[config.mk]
export PLATFORM = sky130hd
export DESIGN_NAME = mem_port_arbiter
export DESIGN_NICKNAME = d
export VERILOG_FILES = /design/src/rtl/mem_port_arbiter.sv
export SDC_FILE = /design/constraint.sdc
export NUM_CORES = 1
export LEC_CHECK = 0
export BUFFER_PORTS_ARGS = -buffer_cell sky130_fd_sc_hd__buf_2
export CELL_PAD_IN_SITES_DETAIL_PLACEMENT = 1
export CELL_PAD_IN_SITES_GLOBAL_PLACEMENT = 2
export CORE_MARGIN = 5
export CORE_UTILIZATION = 10
export DETAILED_ROUTE_END_ITERATION = 16
export PLACE_DENSITY = 0.74
export REMOVE_ABC_BUFFERS = 1
export SETUP_SLACK_MARGIN = 0.1
export SYNTH_ARGS = -nofsm -noshare
export SYNTH_HDL_FRONTEND = slang
export SYNTH_SLANG_ARGS = --single-unit
[constraint.sdc]
create_clock -name clk -period 1.2 [get_ports clk]
set_input_delay 0.06 -clock clk [delete_from_list [all_inputs] [get_ports clk]]
set_output_delay 0.06 -clock clk [all_outputs]
set_load 0.03 [all_outputs]
[src/rtl/mem_port_arbiter.sv]
// Arbitrates one single-port memory between fetch (IF) and load/store (D) ports; one transaction in flight.
// Optional performance counters are compiled in when ARB_PERF_CNT_EN is defined.
module mem_port_arbiter #(
    parameter int ADDR_W     = 32,
    parameter int DATA_W     = 32,
    parameter int STARVE_MAX = 4
) (
    input  logic                clk,
    input  logic                reset,
    input  logic                if_req,
    input  logic [ADDR_W-1:0]   if_addr,
    output logic                if_gnt,
    output logic                if_rvalid,
    output logic [DATA_W-1:0]   if_rdata,
    input  logic                d_req,
    input  logic                d_we,
    input  logic [ADDR_W-1:0]   d_addr,
    input  logic [DATA_W-1:0]   d_wdata,
    input  logic [DATA_W/8-1:0] d_wstrb,
    output logic                d_gnt,
    output logic                d_rvalid,
    output logic [DATA_W-1:0]   d_rdata,
    output logic                mem_req,
    output logic                mem_we,
    output logic [ADDR_W-1:0]   mem_addr,
    output logic [DATA_W-1:0]   mem_wdata,
    output logic [DATA_W/8-1:0] mem_wstrb,
    input  logic                mem_rvalid,
    input  logic [DATA_W-1:0]   mem_rdata,
    output logic                busy
`ifdef ARB_PERF_CNT_EN
    ,
    output logic [31:0]         perf_if_gnts,
    output logic [31:0]         perf_d_gnts,
    output logic [31:0]         perf_conflicts
`endif
);

    localparam int SW = $clog2(STARVE_MAX + 1);
    localparam logic [SW-1:0] STARVE_LIM = SW'(STARVE_MAX);

    typedef enum logic {
        S_IDLE,
        S_WAIT
    } state_t;

    state_t        state_q, state_d;
    logic          owner_q, owner_d;   // 1: data port owns the outstanding transaction
    logic [SW-1:0] starve_q, starve_d;

    logic idle;
    logic waiting;
    logic conflict;
    logic d_win;
    logic if_win;
    logic rsp;

    always_comb begin
        idle     = reset && (state_q == S_IDLE);
        waiting  = reset && (state_q == S_WAIT);
        conflict = if_req && d_req;
        // Data wins by default; fetch takes over once it has lost STARVE_MAX conflicts in a row.
        d_win    = d_req && !(if_req && (starve_q == STARVE_LIM));
        if_win   = if_req && !d_win;

        if_gnt    = idle && if_win;
        d_gnt     = idle && d_win;
        mem_req   = if_gnt || d_gnt;
        mem_we    = d_win && d_we;
        mem_addr  = d_win ? d_addr : if_addr;
        mem_wdata = d_win ? d_wdata : '0;
        mem_wstrb = d_win ? d_wstrb : '0;

        rsp       = waiting && mem_rvalid;
        if_rvalid = rsp && !owner_q;
        d_rvalid  = rsp && owner_q;
        if_rdata  = mem_rdata;
        d_rdata   = mem_rdata;
        busy      = waiting;
    end

    always_comb begin
        state_d  = state_q;
        owner_d  = owner_q;
        starve_d = starve_q;
        if (mem_req) begin
            state_d = S_WAIT;
            owner_d = d_gnt;
        end else if (rsp) begin
            state_d = S_IDLE;
        end
        if (if_gnt) begin
            starve_d = '0;
        end else if (d_gnt && conflict && (starve_q != STARVE_LIM)) begin
            starve_d = starve_q + SW'(1);
        end
    end

    always_ff @(posedge clk) begin
        if (!reset) begin
            state_q  <= S_IDLE;
            owner_q  <= 1'b0;
            starve_q <= '0;
        end else begin
            state_q  <= state_d;
            owner_q  <= owner_d;
            starve_q <= starve_d;
        end
    end

`ifdef ARB_PERF_CNT_EN
    logic [31:0] perf_if_q, perf_if_d;
    logic [31:0] perf_d_q, perf_d_d;
    logic [31:0] perf_cf_q, perf_cf_d;

    always_comb begin
        perf_if_d = perf_if_q + (if_gnt ? 32'd1 : 32'd0);
        perf_d_d  = perf_d_q + (d_gnt ? 32'd1 : 32'd0);
        perf_cf_d = perf_cf_q + ((idle && conflict) ? 32'd1 : 32'd0);
    end

    always_ff @(posedge clk) begin
        if (!reset) begin
            perf_if_q <= '0;
            perf_d_q  <= '0;
            perf_cf_q <= '0;
        end else begin
            perf_if_q <= perf_if_d;
            perf_d_q  <= perf_d_d;
            perf_cf_q <= perf_cf_d;
        end
    end

    assign perf_if_gnts   = perf_if_q;
    assign perf_d_gnts    = perf_d_q;
    assign perf_conflicts = perf_cf_q;
`endif

endmodule
# After elaboration in Yosys (flattened, before gate mapping)

Cells that the tools add are included.

Reduce and logical (&&, ||, !) cells: 20
Eq/ne operators: 2
Add/sub/neg operators: 1
$lt $le $gt $ge: 0
Shifts and indexed selects: 0
Bitwise operators: 2
$mul: 0
Mux-type cells: 5
Div/mod/pow operators: 0

Operators by type and width:

| cell                | count |
|---|---|
| $mux 32             | 2 |
| $logic_and 1x1->1   | 14 |
| $mux 4              | 1 |
| $add 3x1->3 const B | 1 |
| $eq 3x3->1 const B  | 1 |
| $logic_not 1->1     | 3 |
| $ne 3x3->1 const B  | 1 |
| $mux 1              | 2 |
| $not 1->1           | 2 |
| $reduce_bool 2->1   | 1 |
| $reduce_or 2->1     | 1 |
| $logic_or 1x1->1    | 1 |

Word-level logic and storage cells: 33
Latch bits: 0
Bits of input ports: 138
RAM bits: 0
Memories: 0
Register bits after elaboration: 5
ROM bits: 0

# Depth between registers and ports, before layout

Gate-level depths: netlist of run 1.

Depth after elaboration: 9
Gate-level depth with buffers: 6
Mapped depth without buffers: 5

# Least setup slack after synthesis of run 1

Ideal clock, no wire load.

Kind: flip-flop to output port
Start: reg starve_q[0]
End: out d_gnt
Arrival: 1,408 ps
Cell stages (with the launch flop): 7
Buffers on the path: 1
Setup slack: -268 ps
Required time: 1,140 ps
Cells stage by stage: dfxtp_1 -> inv_1 -> ha_1 -> nand3_4 -> nand2_8 -> buf_12 -> nor2_1

Word-level cells in the longest chain between the ends: 5

RTL lines:

| element                  | line | RTL |
|---|---|---|
| start: declaration       | 49   | `logic [SW-1:0] starve_q, starve_d;` |
| start signal: assignment | 107  | `starve_q <= starve_d;` |
| $eq 3x3->1               | 63   | `d_win = d_req && !(if_req && (starve_q == STARVE_LIM));` |
| $logic_and 1x1->1        | 63   |  |
| $logic_not 1->1          | 63   |  |
| $logic_and 1x1->1        | 63   |  |
| $logic_and 1x1->1        | 67   | `d_gnt = idle && d_win;` |
| end: declaration         | 20   | `output logic d_gnt,` |

No other way between the ends.

# Worst setup path after layout of run 1

Start: reg starve_q[0]
End: out mem_addr[11]

Word-level cells in the longest chain between the ends: 5

RTL lines:

| element           | line | RTL |
|---|---|---|
| $eq 3x3->1        | 63   |  |
| $logic_and 1x1->1 | 63   |  |
| $logic_not 1->1   | 63   |  |
| $logic_and 1x1->1 | 63   |  |
| $mux 32           | 70   | `mem_addr = d_win ? d_addr : if_addr;` |
| end: declaration  | 25   | `output logic [ADDR_W-1:0] mem_addr,` |

No other way between the ends.

==> tab_implementation.tex, run 1 <==
\begin{tabular}{lr}
\hline
Metric & Value \\
\hline
\multicolumn{2}{l}{\textbf{Timing}} \\
Worst-Margin Slew & 0.366 ns \\
Minimum period implied by the final worst setup slack & 1.74 ns \\
Worst slew margin relative to its limit & 0.756 \\
Number of endpoints with negative hold slack in the final report & 0 \\
Final worst clock skew & 0.00150 ns \\
Fin. max-slew vios & 0 \\
Worst path setup slack after routing & -0.544 ns \\
Setup-violating endpoint count in the final report & 74 \\
Fmax & 0.573 GHz \\
Post-route fraction of the period consumed by the critical path & 1.45 \\
Total negative slack & -35.43 ns \\
Setup repair after global routing missed its margin & yes \\
\multicolumn{2}{l}{\textbf{Floorplan}} \\
Placeable core region & 15900 um\^{}2 \\
Area of the die & 19000 um\^{}2 \\
Placement row count & 46 \\
Number of top-level design ports & 277 \\
Initial core utilization & 0.102 \\
Chip width & 138 um \\
Chip height & 138 um \\
\multicolumn{2}{l}{\textbf{Finish}} \\
Synthesis-to-layout area growth & 110\% \\
Non-Filler Instances & 544 \\
Fraction of final layout cells sized beyond drive strength 1 & 0.936 \\
Reg area & 106 um\^{}2 \\
FILL cells & 1860 \\
Net count, final & 469 \\
Footprint of the multi-input gates & 1230 um\^{}2 \\
Number of antenna cells inserted & 0 \\
Final instance area & 3420 um\^{}2 \\
\multicolumn{2}{l}{\textbf{Routing}} \\
Number of DRC violations after detailed-routing iteration 0 & 40 \\
Residual DRC count & 0 \\
First drt pass iteration count & 4 \\
Average wire length per cell after detail routing & 20.7 um \\
Number of nets with antenna violations after routing & 0 \\
Average vias per placed instance & 3.58 \\
Total wire length after detailed routing & 11.3 mm \\
Count of vias placed by the detailed router & 1949 \\
\multicolumn{2}{l}{\textbf{Setup path}} \\
Highest-delay cell along the critical path & dfxtp\_2 \\
Cells along the critical path & inv\_2, ha\_4, nand3\_4, buf\_12, nand2\_8, buf\_12, mux2\_4, buf\_6 \\
Worst-path fanout max & 8 \\
Depth of the worst register-to-register path & 9 \\
Launch instance of the worst register-to-register path & starve\_q[0] \\
Worst r2r dst & owner\_q \\
Cell family contributing the most delay on the critical path & buffers and inverters \\
Required arrival time at the worst endpoint & 1.14 ns \\
Worst Path Buf+Inv & 4 \\
Critical path startpoint category & flop \\
Worst Setup Path Type & reg2out \\
Maximum single-stage delay on the critical path & 0.31 ns \\
Endpoint type of the worst setup path & output port \\
Worst-case register-to-register setup slack & -0.27 ns \\
CP most frequent cell & buf\_12 \\
CP arrival & 1.68 ns \\
\multicolumn{2}{l}{\textbf{Synthesis}} \\
Post-synthesis cell area & 1630 um\^{}2 \\
Post-synthesis area per instance & 8.72 um\^{}2 \\
Instance count of the mapped netlist & 187 \\
Post-synth top cells & buf\_4 (65), and3\_1 (38), mux2\_4 (29) \\
Cells taking the most area after synthesis & buf\_4 (30\%), mux2\_4 (27\%), and3\_1 (15\%) \\
Top cell type by total area after synthesis & buf\_4 \\
Most numerous cell in the Yosys netlist & buf\_4 \\
Number of distinct library cell variants in the gate-level netlist after synthesis & 25 \\
Flip-flop and latch count after synthesis & 5 \\
Ys async rst share & 0 \\
Fraction of synthesized cell area taken by the top area cell type & 0.299 \\
Number of enable-type register cells in the synthesized netlist & 0 \\
Fraction of the yosys area taken by sequential cells & 0.0613 \\
Yosys Warn Count & 0 \\
Commonest register cell after synthesis & dfxtp\_1 \\
\multicolumn{2}{l}{\textbf{GRT}} \\
Initial antenna violation count & 1 \\
Maximum number of pins on one net before global-route repair & 36 \\
Wire length of the first global-routing pass & 14.2 mm \\
Remaining global-route overflow & 0 \\
Vias in the first global route & 2203 \\
Met3 global-route usage & 0.0829 \\
Met2 Usage GRT & 0.178 \\
Global routing usage on met1 & 0.0962 \\
Busiest metal layer after global routing & met2 \\
Total routing resource utilization after global routing & 0.103 \\
\multicolumn{2}{l}{\textbf{Power}} \\
Power per standard cell area & 615 nW/um\^{}2 \\
Static Leakage & 0.00170 uW \\
Peak supply drop & 0.322 mV \\
\multicolumn{2}{l}{\textbf{Placed design}} \\
Post-detailed-placement half-perimeter wirelength & 8.27 mm \\
Input/output buffers & 180 \\
Number of placed cells counting well taps & 514 \\
Placer Congestion & 0.634 \\
Pre-CTS setup slack & -0.447 ns \\
Placement Cell Area & 2260 um\^{}2 \\
\multicolumn{2}{l}{\textbf{Hold path}} \\
Min-delay worst type & in2out \\
Min-Delay Endpoint & if\_rdata[9] \\
Number of cells on the worst hold path & 0 \\
Worst Min Path Start & mem\_rdata[9] \\
\multicolumn{2}{l}{\textbf{CTS}} \\
Clock Tree Root & clkbuf\_16 \\
Maximum root-to-sink buffer count & 2 \\
Number of levels the H-tree was split into & 1 \\
Clock latency on the worst-skew pair & 0.23 ns \\
Total CTS buffers & 3 \\
Clock slew at the register clock pins of the worst setup and hold paths & 0.04 ns \\
TritonCTS clock tree & done \\
Clock sink count & 5 \\
Hold buffer count at CTS & 0 \\
\multicolumn{2}{l}{\textbf{Run status}} \\
Violations in the final reports & negative setup slack \\
Outcome & complete, but fails checks \\
\multicolumn{2}{l}{\textbf{Run}} \\
Max cap viols & 0 \\
\hline
\end{tabular}
## stage by stage
step | total power, uW | utilization | hold WS [ns]
after CTS | 2050 | 0.203 | 0.120
after global routing | 2190 | 0.215 | 0.120
after floorplan | 773 | - | 0.120
after global placement | 1160 | 0.142 | 0.120
after detailed placement | 1180 | 0.142 | 0.120
final | 2100 | 0.215 | 0.120
## worst max-delay path by stage
stage / startpoint / endpoint / slack, ns / depth (start not counted)
floorplan: starve_q[0] / mem_addr[0] / -0.50 / 5
global placement: starve_q[0] / mem_addr[1] / -0.40 / 6
detailed placement: starve_q[0] / mem_addr[1] / -0.45 / 6
CTS: starve_q[0] / mem_addr[26] / -0.54 / 8
global route: starve_q[0] / mem_addr[17] / -0.60 / 8
finish: starve_q[0] / mem_addr[11] / -0.54 / 8
## metal layers
| layer | part of all wire | vias up |
|---|---|---|
| li1 | - | 857 |
| met1 | 0.32 | 904 |
| met2 | 0.49 | 177 |
| met3 | 0.19 | 9 |
| met4 | 0.0064 | 2 |
| met5 | 0.0012 | - |
## sequential cells by signal (all words and copies together) (netlist names)
register and count:
state_q 1, owner_q 1, starve_q 3
## cell usage in the layout (no fill, tap or decap), types with 3 or more instances in the layout
cell type / n
nand2_1: 4
nor2_1: 4
mux2_4: 32
buf_16: 4
buf_2: 113
inv_2: 3
buf_12: 4
clkbuf_16: 4
buf_4: 19
buf_6: 71
and3_4: 37
## timing repair
action | CTS | global route
hold endpoints to repair | 0 | 0
pin swaps | 28 | 6
setup endpoints to repair | 78 | 79
gates cloned | 6 | 1
gates resized for setup | 184 | 32
setup buffers | 15 | 6
## power breakdown
part / internal [uW] / leakage [uW] / switching, uW
logic: 684 / 0.00162 / 664
clock network: 442 / 0.0000382 / 127
registers: 176 / 0.0000424 / 10.8
total: 1300 / 0.00170 / 801
## cells by family after synthesis
| kind of cell | after synthesis | synth area share |
|---|---|---|
| AOI/OAI and AO/OA | 7 | 0.0291 |
| adders and majority gates | 2 | 0.0153 |
| buffers and inverters | 80 | 0.377 |
| DFF | 5 | 0.0614 |
| muxes | 32 | 0.288 |
| and+or+nand+nor | 61 | 0.229 |
## final cells by class
type                       count  area share
timing repair buffer         212       0.504
tap                          216      0.0790
sequential                     5      0.0311
multi-input combinational    104       0.360
inverter                       3     0.00329
clock buffer                   4      0.0230
Note: power is estimated with default switching activity, not from simulation.
==> inputs of run 2 (changes only) <==
Settings changed: ABC_AREA from default to 1, PLACE_DENSITY 0.74 to 0.87.
==> run 2 against run 1 <==
Net effect:
- the flow still finishes with violations (negative setup slack)
- flip-flop and latch count stayed put
- final area is 2.7% lower
- clock power is 3.9% lower
- worst setup slack better by 0.15 ns
- final cell count is 17% higher
- worst hold slack hardly changed
- critical endpoint is now mem_addr[4]
- clock-buffer cell count stayed put
- synthesized cell count is 58% higher
- largest cell class unchanged
- critical path depth is 2 higher
- sequential power is 3% lower
==> tab_implementation.tex, run 2 <==
\begin{tabular}{lr}
\hline
Metric & Value \\
\hline
\multicolumn{2}{l}{\textbf{Routing}} \\
Average wire length per cell after detail routing & 18.6 um \\
First drt pass iteration count & 4 \\
Residual DRC count & 0 \\
Total wire length after detailed routing & 11.9 mm \\
Count of vias placed by the detailed router & 2364 \\
Number of DRC violations after detailed-routing iteration 0 & 33 \\
Number of nets with antenna violations after routing & 0 \\
Average vias per placed instance & 3.71 \\
\multicolumn{2}{l}{\textbf{Synthesis}} \\
Instance count of the mapped netlist & 296 \\
Post-synthesis cell area & 1560 um\^{}2 \\
Flip-flop and latch count after synthesis & 5 \\
Fraction of synthesized cell area taken by the top area cell type & 0.327 \\
Most numerous cell in the Yosys netlist & nand2\_1 \\
Yosys Warn Count & 0 \\
Commonest register cell after synthesis & dfxtp\_1 \\
Post-synthesis area per instance & 5.28 um\^{}2 \\
Top cell type by total area after synthesis & buf\_4 \\
Number of distinct library cell variants in the gate-level netlist after synthesis & 18 \\
Ys async rst share & 0 \\
Post-synth top cells & nand2\_1 (75), buf\_4 (68), inv\_1 (46) \\
Cells taking the most area after synthesis & buf\_4 (33\%), nand2\_1 (18\%), nand3\_1 (11\%) \\
Fraction of the yosys area taken by sequential cells & 0.0641 \\
Number of enable-type register cells in the synthesized netlist & 0 \\
\multicolumn{2}{l}{\textbf{Finish}} \\
Register name with the most flops & starve\_q \\
Biggest registers after layout & starve\_q x3, owner\_q x1, state\_q x1 \\
End-of-flow core utilization & 0.218 \\
Synthesis-to-layout area growth & 113\% \\
Net count, final & 568 \\
Number of flip-flops under the largest register name & 3 \\
Number of antenna cells inserted & 0 \\
Most frequent cells in the layout & buf\_2 (105), buf\_6 (54), inv\_1 (43) \\
Fraction of final layout cells sized beyond drive strength 1 & 0.672 \\
Leading cell type in the layout, fill and taps excluded & buf\_2 \\
\multicolumn{2}{l}{\textbf{Setup path}} \\
CP arrival & 1.54 ns \\
Worst Setup Path Type & reg2out \\
Depth of the worst register-to-register path & 8 \\
Cells along the critical path & inv\_2, ha\_4, nand2\_4, inv\_4, nand2\_8, nand2\_8, clkbuf\_16, nand2\_2, nand2\_2, buf\_6 \\
Worst-path fanout max & 8 \\
Required arrival time at the worst endpoint & 1.14 ns \\
Critical path startpoint category & flop \\
Maximum single-stage delay on the critical path & 0.32 ns \\
Highest-delay cell along the critical path & dfxtp\_2 \\
Endpoint type of the worst setup path & output port \\
\multicolumn{2}{l}{\textbf{Run}} \\
Max cap viols & 0 \\
\multicolumn{2}{l}{\textbf{Floorplan}} \\
Placeable core region & 15300 um\^{}2 \\
Initial core utilization & 0.102 \\
Number of top-level design ports & 277 \\
Chip width & 135 um \\
Placement row count & 45 \\
Chip height & 135 um \\
Area of the die & 18200 um\^{}2 \\
\multicolumn{2}{l}{\textbf{Timing}} \\
Minimum period implied by the final worst setup slack & 1.60 ns \\
Worst-Margin Slew & 0.218 ns \\
Fin Hold WS & 0.120 ns \\
Fin. max-slew vios & 0 \\
Total negative slack & -25.17 ns \\
Fmax & 0.627 GHz \\
Number of endpoints with negative hold slack in the final report & 0 \\
Setup repair after global routing missed its margin & yes \\
Final worst clock skew & 0.000188 ns \\
Worst slew margin relative to its limit & 0.855 \\
Post-route fraction of the period consumed by the critical path & 1.33 \\
Worst path setup slack after routing & -0.395 ns \\
Setup-violating endpoint count in the final report & 75 \\
\multicolumn{2}{l}{\textbf{GRT}} \\
Wire length of the first global-routing pass & 14.0 mm \\
Initial antenna violation count & 0 \\
Remaining global-route overflow & 0 \\
Maximum number of pins on one net before global-route repair & 35 \\
Total routing resource utilization after global routing & 0.104 \\
Vias in the first global route & 2267 \\
\multicolumn{2}{l}{\textbf{Run status}} \\
Outcome & complete, but fails checks \\
Violations in the final reports & negative setup slack \\
\multicolumn{2}{l}{\textbf{Power}} \\
Peak supply drop & 0.289 mV \\
Post-layout total power & 2080 uW \\
Static Leakage & 0.00188 uW \\
Power per standard cell area & 626 nW/um\^{}2 \\
\multicolumn{2}{l}{\textbf{Hold path}} \\
Number of cells on the worst hold path & 0 \\
Min-delay worst type & in2out \\
\multicolumn{2}{l}{\textbf{CTS}} \\
Hold buffer count at CTS & 0 \\
Number of levels the H-tree was split into & 1 \\
Maximum root-to-sink buffer count & 2 \\
TritonCTS clock tree & done \\
Clock slew at the register clock pins of the worst setup and hold paths & 0.03 ns \\
Clock latency on the worst-skew pair & 0.23 ns \\
Clock Tree Root & clkbuf\_16 \\
Total CTS buffers & 3 \\
Clock sink count & 5 \\
\multicolumn{2}{l}{\textbf{Placed design}} \\
Input/output buffers & 180 \\
Post-detailed-placement half-perimeter wirelength & 8.74 mm \\
Placer Congestion & 0.692 \\
\hline
\end{tabular}
[run 2: cell types whose count changed in the layout (fill, tap and decap cells not counted), moves of 18 or more]
cell	before	now
nand2_2	1	31
nand2_1	4	26
inv_1	0	43
mux2_4	32	0
nor2_1	4	25
and3_4	37	0
nand2_4	2	20
nand3_1	2	35
[run 2: layer usage]
metal	GRT usage	share of wire	vias to the layer above
li1	-	-	1071
met1	0.119	0.39	1071
met2	0.138	0.41	210
met3	0.104	0.19	9
met4	0.00784	0.0020	3
met5	0.0417	0.0059	-
[run 2: worst paths after layout]
check / from / endpoint / slack [ns]
hold reg to reg: owner_q / owner_q / 0.57
hold / removal: mem_rdata[22] / if_rdata[22] / 0.12
setup / recovery: starve_q[1] / mem_addr[4] / -0.40
setup reg to reg: starve_q[1] / owner_q / -0.03
[run 2: cells by family (layout without fill, tap and decap cells)]
family,count (synthesis),after routing,synth area share
compound gates,5,5,0.0160
xor+xnor,1,1,0.00561
fa+ha+maj,2,2,0.0160
buf+inv,125,255,0.477
flops,5,5,0.0641
simple gates,158,159,0.421
[run 2: report_power, final]
part           switching [uW]  total [uW]  internal [uW]
registers                7.17         181            174
logic                     765        1350            590
clock network             107         547            440
[run 2: through the flow]
| stage | std cells | setup WS [ns] | area, um^2 |
|---|---|---|---|
| 3_3_place_gp | 623 | -0.210 | 2290 |
| 4_1_cts | 629 | -0.386 | 2760 |
| 3_5_place_dp | 623 | -0.229 | 2290 |
| 6_report | 638 | -0.395 | 3330 |
| 2_1_floorplan | 218 | -0.612 | 993 |
| 5_1_grt | 638 | -0.462 | 3330 |
[run 2: critical path: cells and delay by family (launching register included)]
| kind | cells | cell delay (ns) |
|---|---|---|
| buf+inv | 4 | 0.46 |
| simple gates | 5 | 0.40 |
| flops | 1 | 0.32 |
| fa+ha+maj | 1 | 0.13 |
[run 2: repair_timing]
item                       4_1_cts  5_1_grt
pin swaps                       10       16
setup endpoints to repair       78       78
buffers inserted                 2        0
resized for setup              132      112
cloned                           0        9
[run 2: layout make-up]
cell class              count  area (um^2)
fillers                  1884        11900
repair buffers            204         1590
multi-input cells         167         1110
well taps                 211          264
inverters                  47          179
flip-flops and latches      5          106
clock buffers               4         78.8
==> inputs of run 3 (changes only) <==
Settings changed: PLACE_DENSITY 0.87 to 0.84, REMOVE_ABC_BUFFERS 1 to default.
Clock period 1.2 ns to 1.65 ns, I/O delays scaled along.
==> run 3 against run 2 <==
Net effect:
- the run still ends with negative setup slack left
- clock power shrank 28%
- clock skew grew 0.00056 ns
- non-clock buffer count is the same
- first-iteration DRC count grew 70%
- global-route usage shrank 1.6 points
- routed wire length shrank 23%
- sequential share of layout area shrank 0.24 points
- via count shrank 6.5%
- final area grew 4.2%
- die area is the same
- worst setup slack gained 0.38 ns
- critical path type unchanged
- critical endpoint is now mem_addr[13]
==> tab_implementation.tex, run 3 (synthesis gave the netlist of run 2 again) <==
\begin{tabular}{lr}
\hline
Metric & Value \\
\hline
\multicolumn{2}{l}{\textbf{Timing}} \\
Setup-violating endpoint count in the final report & 14 \\
Fin. max-slew vios & 0 \\
Post-route fraction of the period consumed by the critical path & 1.01 \\
Final worst clock skew & 0.000745 ns \\
Minimum period implied by the final worst setup slack & 1.67 ns \\
Worst-Margin Slew & 0.298 ns \\
Fmax & 0.600 GHz \\
Total negative slack & -0.141 ns \\
Number of endpoints with negative hold slack in the final report & 0 \\
Worst slew margin relative to its limit & 0.800 \\
Setup repair after global routing missed its margin & yes \\
Worst path setup slack after routing & -0.0179 ns \\
\multicolumn{2}{l}{\textbf{Run status}} \\
Outcome & complete, but fails checks \\
Violations in the final reports & negative setup slack \\
\multicolumn{2}{l}{\textbf{CTS}} \\
Hold buffer count at CTS & 0 \\
Clock Tree Root & clkbuf\_16 \\
Clock slew at the register clock pins of the worst setup and hold paths & 0.03 ns \\
Clock sink count & 5 \\
Number of levels the H-tree was split into & 1 \\
Maximum root-to-sink buffer count & 2 \\
Total CTS buffers & 3 \\
Clock latency on the worst-skew pair & 0.22 ns \\
TritonCTS clock tree & done \\
\multicolumn{2}{l}{\textbf{Routing}} \\
Number of DRC violations after detailed-routing iteration 0 & 56 \\
Routed length on met3 & 725 um \\
First drt pass iteration count & 4 \\
Average vias per placed instance & 3.47 \\
Residual DRC count & 0 \\
Total wire length after detailed routing & 9.16 mm \\
Top layer reached by signal wires & met4 \\
Met2 WL post-DR & 5.18 mm \\
Sum of routed wire segments on met1 & 3.07 mm \\
Number of nets with antenna violations after routing & 0 \\
Average wire length per cell after detail routing & 14.4 um \\
Count of vias placed by the detailed router & 2211 \\
\multicolumn{2}{l}{\textbf{Finish}} \\
Number of antenna cells inserted & 0 \\
Fraction of final layout cells sized beyond drive strength 1 & 0.723 \\
Register name with the most flops & starve\_q \\
Number of flip-flops under the largest register name & 3 \\
End-of-flow core utilization & 0.227 \\
Net count, final & 567 \\
Synthesis-to-layout area growth & 122\% \\
Biggest registers after layout & starve\_q x3, owner\_q x1, state\_q x1 \\
Leading cell type in the layout, fill and taps excluded & buf\_2 \\
Most frequent cells in the layout & buf\_2 (109), buf\_6 (72), inv\_1 (44) \\
\multicolumn{2}{l}{\textbf{Setup path}} \\
Maximum single-stage delay on the critical path & 0.33 ns \\
CP arrival & 1.59 ns \\
Worst-case register-to-register setup slack & 0.28 ns \\
Worst Setup Path Type & reg2out \\
Endpoint type of the worst setup path & output port \\
Cells along the critical path & inv\_2, ha\_4, nand2\_4, inv\_2, nand2\_4, nand2\_8, buf\_12, buf\_16, nand2\_2, nand2\_2, buf\_6 \\
Highest-delay cell along the critical path & dfxtp\_2 \\
Critical path startpoint category & flop \\
Worst-path fanout max & 7 \\
Required arrival time at the worst endpoint & 1.57 ns \\
\multicolumn{2}{l}{\textbf{GRT}} \\
Remaining global-route overflow & 0 \\
Total routing resource utilization after global routing & 0.0877 \\
Maximum number of pins on one net before global-route repair & 23 \\
Vias in the first global route & 2422 \\
Initial antenna violation count & 0 \\
Wire length of the first global-routing pass & 12.8 mm \\
\multicolumn{2}{l}{\textbf{Run}} \\
Max cap viols & 0 \\
\multicolumn{2}{l}{\textbf{Floorplan}} \\
Chip width & 135 um \\
Chip height & 135 um \\
Initial core utilization & 0.102 \\
Placeable core region & 15300 um\^{}2 \\
Area of the die & 18200 um\^{}2 \\
Placement row count & 45 \\
Number of top-level design ports & 277 \\
\multicolumn{2}{l}{\textbf{Synthesis}} \\
Nets in the synthesized netlist & 436 \\
\multicolumn{2}{l}{\textbf{Placed design}} \\
Post-detailed-placement half-perimeter wirelength & 6.31 mm \\
Input/output buffers & 180 \\
Placer Congestion & 0.713 \\
\multicolumn{2}{l}{\textbf{Hold path}} \\
Min-delay worst type & in2reg \\
\multicolumn{2}{l}{\textbf{Power}} \\
Static Leakage & 0.00191 uW \\
Peak supply drop & 0.210 mV \\
Power per standard cell area & 444 nW/um\^{}2 \\
\hline
\end{tabular}
run 3: changes by cell type in the layout (fill, tap and decap cells not counted), moves of 4 or more:
cell | previous run | this run
nand3_2 | 0 | 6
buf_6 | 54 | 72
buf_4 | 36 | 12
nand3_1 | 35 | 28
nand2_2 | 31 | 35
nor2_1 | 25 | 7
buf_2 | 105 | 109
nand2_4 | 20 | 15
nor2_2 | 2 | 18
run 3: layer usage:
metal / track usage / vias up
li1: - / 1069
met1: 0.0874 / 1009
met2: 0.172 / 106
met3: 0.0276 / 27
met4: 0.0269 / 0
met5: 0 / -
run 3: final timing paths:
path / start / to / cells past startpoint
max: starve_q[0] / mem_addr[13] / 11
min: reset / state_q / 3
max reg2reg: starve_q[0] / owner_q / 9
min reg2reg: owner_q / owner_q / 2
run 3: repair_timing:
| item | in CTS | in global routing |
|---|---|---|
| pin swaps | 6 | 8 |
| endpoints found under the setup margin | 70 | 71 |
| gates resized for setup | 237 | 51 |
| hold endpoints to repair | 0 | 0 |
| gates cloned | 5 | 2 |
| setup buffers | 11 | 1 |
run 3: worst max-delay path: cells and delay by family (launching register included):
family	cells	cell delay, ns
adder cells (fa/ha/maj)	1	0.16
buffers and inverters	5	0.52
flip-flops	1	0.33
AND/OR/NAND/NOR	5	0.34
run 3: metrics by stage:
step	total power [uW]	instances	cell area (um^2)	setup WS [ns]	hold WS (ns)
after floorplan	827	296	1560	0.0685	0.218
after global placement	815	616	2240	0.121	0.165
final	1540	637	3470	-0.0179	0.151
after CTS	1500	636	3270	-0.0138	0.147
after global routing	1620	637	3470	-0.0930	0.165
after detailed placement	818	616	2240	0.0481	0.165
run 3: power by group:
part / leakage [uW] / internal, uW / switching, uW
Sequential: 0.0000417 / 127 / 2.94
Combinational: 0.00183 / 450 / 568
Clock: 0.0000382 / 320 / 72.4
Total: 0.00191 / 897 / 643
run 3: cell type report:
| cell class | count | area, um^2 |
|---|---|---|
| Clock buffer | 4 | 78.8 |
| Fill cell | 1865 | 11800 |
| Inverter | 47 | 176 |
| Multi-Input combinational cell | 166 | 1160 |
| Sequential cell | 5 | 103 |
| Tap cell | 211 | 264 |
| Timing Repair Buffer | 204 | 1690 |
